==> src/rtl/irq_ctrl_pkg.sv <==
// Shared types and helpers for the interrupt front-end.
// Optional feature macro: IRQ_CTRL_GLITCH_FILTER_EN (per-line glitch filter).
package irq_ctrl_pkg;

  localparam int N_IRQ_DEFAULT = 16;

  // Per-line request state: waiting for an event, request outstanding, handler running.
  typedef enum logic [1:0] {
    ST_IDLE = 2'd0,
    ST_PEND = 2'd1,
    ST_SERV = 2'd2
  } line_state_e;

  // Width of a counter able to hold 0..filt_cycles.
  function automatic int cnt_width(input int filt_cycles);
    return $clog2(filt_cycles + 1);
  endfunction

endpackage

==> src/rtl/irq_line.sv <==
// One interrupt line: synchronizer, optional glitch filter, edge/level event
// detection, request FSM, missed-event and sticky overrun tracking.
// Optional feature macro: IRQ_CTRL_GLITCH_FILTER_EN.
//
// Handshake: o_irq stays high from event until i_eoi is seen high; the line
// re-arms only once i_eoi drops again.
module irq_line
  import irq_ctrl_pkg::*;
#(
  parameter int SYNC_STAGES = 2,
  parameter bit EDGE        = 1'b1,
  parameter int FILT_CYCLES = 4
) (
  input  logic       clk,
  input  logic       rstn,
  input  logic       i_pad,
  input  logic       i_eoi,
  output logic       o_irq,
  output logic       o_overrun,
  output logic [1:0] o_state
);

  if (SYNC_STAGES < 2) begin : g_bad_sync
    $error("irq_line: SYNC_STAGES must be 2 or more");
  end
  if (FILT_CYCLES < 1) begin : g_bad_filt
    $error("irq_line: FILT_CYCLES must be 1 or more");
  end

  logic [SYNC_STAGES-1:0] r_sync;
  logic                   w_s;
  logic                   w_f;
  logic                   r_prev;
  logic                   w_ev_raw;
  logic                   r_ev;
  line_state_e            r_state;
  line_state_e            w_state_nxt;
  logic                   r_missed;
  logic                   w_missed_nxt;
  logic                   w_miss_seen;
  logic                   r_overrun;
  logic                   w_overrun_nxt;
  logic                   r_irq;

  // Metastability synchronizer; the last stage is the usable line value.
  always_ff @(posedge clk or negedge rstn) begin
    if (!rstn) r_sync <= '0;
    else       r_sync <= {r_sync[SYNC_STAGES-2:0], i_pad};
  end

  assign w_s = r_sync[SYNC_STAGES-1];

`ifdef IRQ_CTRL_GLITCH_FILTER_EN
  localparam int CW = cnt_width(FILT_CYCLES);

  logic [CW-1:0] r_cnt;
  logic          r_filt;

  // Filtered value follows s only after s has disagreed for FILT_CYCLES cycles.
  always_ff @(posedge clk or negedge rstn) begin
    if (!rstn) begin
      r_cnt  <= '0;
      r_filt <= 1'b0;
    end else if (w_s != r_filt) begin
      if (r_cnt == CW'(FILT_CYCLES - 1)) begin
        r_filt <= w_s;
        r_cnt  <= '0;
      end else begin
        r_cnt <= r_cnt + CW'(1);
      end
    end else begin
      r_cnt <= '0;
    end
  end

  assign w_f = r_filt;
`else
  assign w_f = w_s;
`endif

  // Edge lines fire on a 0->1 of f; level lines fire whenever f is high.
  assign w_ev_raw = EDGE ? (w_f & ~r_prev) : w_f;

  // Edge history and registered event.
  always_ff @(posedge clk or negedge rstn) begin
    if (!rstn) begin
      r_prev <= 1'b0;
      r_ev   <= 1'b0;
    end else begin
      r_prev <= w_f;
      r_ev   <= w_ev_raw;
    end
  end

  // Next-state, missed and overrun logic for the request FSM.
  always_comb begin
    w_state_nxt   = r_state;
    w_missed_nxt  = r_missed;
    w_overrun_nxt = r_overrun;
    w_miss_seen   = r_missed;
    case (r_state)
      ST_IDLE: begin
        if (r_ev) w_state_nxt = ST_PEND;
      end
      ST_PEND: begin
        if (i_eoi) w_state_nxt = ST_SERV;
      end
      ST_SERV: begin
        // An edge during service is remembered once; a second one is lost.
        if (EDGE && r_ev) begin
          if (r_missed) w_overrun_nxt = 1'b1;
          w_miss_seen = 1'b1;
        end
        w_missed_nxt = w_miss_seen;
        if (!i_eoi) begin
          w_missed_nxt = 1'b0;
          if (w_miss_seen || (!EDGE && w_f)) w_state_nxt = ST_PEND;
          else                               w_state_nxt = ST_IDLE;
        end
      end
      default: w_state_nxt = ST_IDLE;
    endcase
  end

  // FSM state, flags and the registered request.
  always_ff @(posedge clk or negedge rstn) begin
    if (!rstn) begin
      r_state   <= ST_IDLE;
      r_missed  <= 1'b0;
      r_overrun <= 1'b0;
      r_irq     <= 1'b0;
    end else begin
      r_state   <= w_state_nxt;
      r_missed  <= w_missed_nxt;
      r_overrun <= w_overrun_nxt;
      r_irq     <= (w_state_nxt == ST_PEND);
    end
  end

  assign o_irq     = r_irq;
  assign o_overrun = r_overrun;
  assign o_state   = r_state;

endmodule

==> src/rtl/irq_ctrl.sv <==
// Interrupt front-end for the core's irq input: one independent irq_line per
// interrupt line, no priority logic. dbg_state exposes every line FSM.
// Optional feature macro: IRQ_CTRL_GLITCH_FILTER_EN (per-line glitch filter).
module irq_ctrl
  import irq_ctrl_pkg::*;
#(
  parameter int               N_IRQ       = N_IRQ_DEFAULT,
  parameter int               SYNC_STAGES = 2,
  parameter logic [N_IRQ-1:0] EDGE_MASK   = {N_IRQ{1'b1}},
  parameter int               FILT_CYCLES = 4
) (
  input  logic                  clk,
  input  logic                  rstn,
  input  logic [N_IRQ-1:0]      irq_pad,
  input  logic [N_IRQ-1:0]      eoi,
  output logic [N_IRQ-1:0]      irq,
  output logic [N_IRQ-1:0]      irq_overrun,
  output logic [N_IRQ-1:0][1:0] dbg_state
);

  for (genvar g = 0; g < N_IRQ; g++) begin : g_line
    irq_line #(
      .SYNC_STAGES (SYNC_STAGES),
      .EDGE        (EDGE_MASK[g]),
      .FILT_CYCLES (FILT_CYCLES)
    ) u_line (
      .clk       (clk),
      .rstn      (rstn),
      .i_pad     (irq_pad[g]),
      .i_eoi     (eoi[g]),
      .o_irq     (irq[g]),
      .o_overrun (irq_overrun[g]),
      .o_state   (dbg_state[g])
    );
  end

endmodule

==> config.mk <==
export PLATFORM = sky130hd
export DESIGN_NAME = irq_ctrl
export DESIGN_NICKNAME = d
export VERILOG_FILES = /design/src/rtl/irq_ctrl_pkg.sv /design/src/rtl/irq_line.sv /design/src/rtl/irq_ctrl.sv
export SDC_FILE = /design/constraint.sdc
export NUM_CORES = 1
export LEC_CHECK = 0
export CAP_MARGIN = 20
export CORE_ASPECT_RATIO = 0.9
export CORE_MARGIN = 1.5
export CORE_UTILIZATION = 33
export DETAILED_ROUTE_END_ITERATION = 16
export GPL_TIMING_DRIVEN = 0
export HOLD_SLACK_MARGIN = 0.12
export REMOVE_ABC_BUFFERS = 1
export SYNTH_ARGS = -nofsm -noshare
export SYNTH_HDL_FRONTEND = slang
export SYNTH_HIERARCHICAL = 1
export SYNTH_SLANG_ARGS = --single-unit
==> constraint.sdc <==
create_clock -name clk -period 2.52 [get_ports clk]
set_clock_uncertainty 0.2 [all_clocks]
set_input_delay 0.252 -clock clk [delete_from_list [all_inputs] [get_ports clk]]
set_output_delay 0.252 -clock clk [all_outputs]
set_load 0.1 [all_outputs]
### Word level (Yosys, flattened, before mapping)

Index checks and enable logic that the tools add are counted.
Widths: inputs -> output; s select.

* register bits after elaboration: 144
* latch bits: 0
* bits in writable memories: 0
* ROM bits: 0
* bits of input ports: 34
* output and inout bits: 64
* memories kept: 0

* add/subtract/negate cells: 0
* multiply operators: 0
* div/mod/pow operators: 0
* order comparisons: 0
* eq/ne operators: 48
* shifts and indexed selects: 0
* mux-type cells: 128
* bitwise gates (word level): 32
* reduce and logical (&&, ||, !) cells: 32

Operators by type and width (number)
* $mux 2: 48
* $pmux 2 s3: 16
* $eq 2x1->1 const B: 32
* $mux 1: 64
* $reduce_and 3->1: 16
* $eq 2x2->1 const B: 16
* $logic_not 2->1: 16
* $and 1x1->1: 16
* $not 1->1: 16

### Depth between registers and ports, before layout

* depth in word-level cells: 6
* mapped depth: 2

### By module

The synthesis kept the hierarchy.

By module, submodules not included
* irq_line: times used 16, cells an instance 21, area an instance 327.8 um2

### Worst setup path after synthesis

Ideal clock, no wire load.

* path kind: flip-flop to flip-flop
* start point: reg g_line[0].u_line.r_state[0]
* end point: reg g_line[0].u_line.r_irq
* library setup time: 0.096 ns
* arrival: 1.504 ns
* data required time: 2.224 ns
* setup slack: 0.720 ns
* cell stages (with the launch flop): 3
* path buffers: 0
* clock period less this slack: 1.800 ns
* cell sequence: dfrtp_1 > or3b_1 > o211ai_1

* cells in the longest elaborated chain, start to end: 3
* elaborated cells on any way between the ends: 8
* classes of those cells: eq/ne (3); mux (4); reduce/logical (1)

RTL lines
* start: declaration: RTL line irq_line.sv:36 `line_state_e r_state;`
* start signal: assignment: RTL line irq_line.sv:133 `r_state <= w_state_nxt;`
* $eq 2x2->1, or another cell as far along: RTL line irq_line.sv:101 `case (r_state)`
* $pmux 2 s3 *: RTL line irq_line.sv:101
* $eq 2x1->1 *: RTL line irq_line.sv:136 `r_irq <= (w_state_nxt == ST_PEND);`
* end signal: assignment: RTL line irq_line.sv:136
* end: declaration: RTL line irq_line.sv:43 `logic r_irq;`

Mark *: on every way between the ends. The rest lies on a longest branch, timed or not.
A chain may end at the register's enable or synchronous reset.

### Worst setup path after layout

* start point: reg g_line[3].u_line.r_overrun
* end point: out irq_overrun[3]

RTL lines
* start: declaration: RTL line irq_line.sv:41 `logic r_overrun;`
* start signal: assignment: RTL line irq_line.sv:135 `r_overrun <= w_overrun_nxt;`
* end: declaration: RTL line irq_ctrl.sv:17 `output logic [N_IRQ-1:0] irq_overrun,`

No word-level cell between the ends.

==> reports/summary.txt <==
Outcome - completed
CP top delay family - buffers and inverters
I/O pin count - 98
Root Driver - clkbuf_16
Mapped Area - 5250 um2
Height of the die - 123 um
Synth cell count leaders - 144 x dfrtp_1, 32 x o211ai_1
Worst setup path class - reg -> out
Detailed Routing Iterations Pass 1 - 4
Total grt overflow - 0
Hold Path Depth - 0
Die area - 16700 um2
Detail Route Antenna Nets - 0
YS warnings - 6
Post-synthesis register bit count - 144
RePlAce Congestion - 0.724
Final WL - 8870 um
CP startpoint - g_line[3].u_line/o_overrun
Syn Area/Cell - 15.6 um2
Tcrit/Tclk final - 94.2%
Max transition margin - 31.8%
Post-synth ARST share - 100%
Maximum clock insertion buffer count - 2
Fin. Hold Viols - 0
Worst-path clk slew - 60 ps
Starting Density - 33.9%
Cells after Synth - 336
Number of I/O port buffers - 97
Clk sinks - 144
Area growth from synthesis to layout - 39.3%
Post-synth EDFFs - 0
Fin. max-slew vios - 0
Placed cells - 636
Area contributors post-synth - dfrtp_1 69%, nand4bb_2 5.0%, o211ai_1 4.6%
Worst hold slack - 141 ps
Vias - 3137
Yosys top cell area share - 68.7%
CP startpoint kind - flop
Hold endpoint - g_line[14].u_line/r_sync[1]
Hold Path Class - reg -> reg
Routed length per instance - 12.9 um
Post-DP HPWL - 5660 um
Critical path buffers and inverters - 1
Yosys top cell by area - dfrtp_1
Min-delay src - g_line[14].u_line/r_sync[0]
Layout net count - 504
R2R depth - 2
Clock Latency Late Sink - 410 ps
Worst path required time - 2070 ps
Total GRT Usage - 11.7%
Worst-Margin Slew - 1020 ps
First-pass GRT wire length - 15000 um
Drc violations - 0
RR Endpoint - g_line[3].u_line/o_irq
Tmin final - 2370 ps
Non-filler instance count after layout - 685
RSZ-0062 raised after global routing - false
Initial antenna violation count - 0
CTS tree - done
ANT cells - 0
Crit. End Element - output port
Core area - 15500 um2
Top FF cell, synth - dfrtp_1
Max Fclk - 421 MHz
Post-CTS Setup Bufs - 0
Max-Cap Viols - 0
Crit-path cells - clkdlybuf4s50_1
Critical Path Slowest Stage Cell - clkdlybuf4s50_1
Crit-path max FO - 2
Reg2Reg Launch Point - g_line[3].u_line/o_state[1]
Reg2Reg Setup Slack - 1210 ps
Vias in the first global route - 3102
Largest stage delay, worst path - 1160 ps
Total CTS buffers - 17
Final Setup Violations - 0
Layout cells sized above 1 - 16.8%
Netlist cell types - 12
H-Tree Depth - 4
Die width - 136 um
Largest net degree at the start of global routing - 90
DR vias/cell - 4.58
Most numerous cell in the Yosys netlist - dfrtp_1
Iteration-0 DRC Markers - 187
Critical path arrival - 1920 ps
Sequential cell area fraction in the yosys report - 68.7%
# rows - 43
[flip-flops by register name, summed over array words and instances (netlist names)]
| signal | flops |
|---|---|
| g_line.u_line/o_state | 32 |
| g_line.u_line/r_sync | 32 |
| g_line.u_line/o_irq | 16 |
| g_line.u_line/o_overrun | 16 |
| g_line.u_line/r_ev | 16 |
| g_line.u_line/r_missed | 16 |
| g_line.u_line/r_prev | 16 |
[per-stage QoR]
step                cell area [um2]  TNS [ps]  utilization (%)  setup WS (ps)
floorplan                      5250         0                -            720
global placement               6470   -690570             41.7          -4810
detailed placement             6500         0             41.9            407
CTS                            7290         0             47.1          0.378
global route                   7300         0             47.1           68.5
finish                         7300         0             47.1            145
[worst reg2reg max path: cells and delay by family, from the launching register on]
kind | cells | cell delay [ps]
flip-flops | 1 | 470
AO/OA/AOI/OAI | 1 | 120
AND/OR/NAND/NOR | 1 | 430
[kinds of logic (layout without fill, tap and decap cells)]
group | after synthesis | in the layout | share of synthesized area [%]
XOR/XNOR | 16 | 16 | 2.67
AND/OR/NAND/NOR | 80 | 80 | 14.5
buffers and inverters | 16 | 163 | 1.15
flip-flops | 144 | 144 | 68.7
AO/OA/AOI/OAI | 80 | 80 | 13.0
[area by class of cell]
cell class,count,area [um2]
tap,202,253
clock inverter,12,205
sequential,144,3600
fill,1359,8190
multi-input combinational,176,1580
inverter,16,60.1
timing repair buffer,115,1140
clock buffer,20,457
[worst max-delay path by stage]
| stage | endpoint | slack (ps) | cells past startpoint |
|---|---|---|---|
| 6_report | irq_overrun[3] | 150 | 1 |
| 3_3_place_gp | g_line[13].u_line/r_missed | -4810 | 1 |
| 2_1_floorplan | g_line[0].u_line/o_irq | 720 | 2 |
| 4_1_cts | dbg_state[29] | 0.4 | 1 |
| 5_1_grt | irq_overrun[0] | 70 | 1 |
| 3_5_place_dp | dbg_state[0] | 410 | 1 |
[cells in the final DEF, fill, tap and decap left out, types with 2 or more instances in the layout]
master	netlist	layout
dlymetal6s2s_1	0	4
dfrtp_1	144	144
and3b_2	16	16
xor2_1	16	16
o32a_1	16	16
o211ai_1	32	32
clkbuf_8	0	2
bufinv_16	0	5
dlygate4sd2_1	0	28
clkinvlp_4	0	2
nor2b_1	16	16
clkbuf_16	0	17
clkdlybuf4s50_1	0	64
a21bo_2	16	16
nand4bb_2	16	16
dlygate4sd3_1	0	17
clkinv_4	0	3
inv_1	16	16
a21o_1	16	16
and2_1	16	16
or3b_1	16	16
[per-layer routing]
layer | vias up | share of wire [%] | GRT usage, %
met4 | 0 | 1.5 | 4.59
met3 | 11 | 6.1 | 5.04
li1 | 1499 | - | -
met2 | 70 | 46 | 17.6
met1 | 1557 | 47 | 14.9
met5 | - | 0 | 0
[timing repair]
item / in CTS / in global routing
pin swaps: 0 / 0
endpoints found under the hold margin: 104 / 0
resized for setup: 28 / 4
hold buffers: 17 / 0
endpoints found under the setup margin: 28 / 4
Power is not shown: default switching activity piles up to over one toggle a cycle in this logic, so the estimate is an artifact.
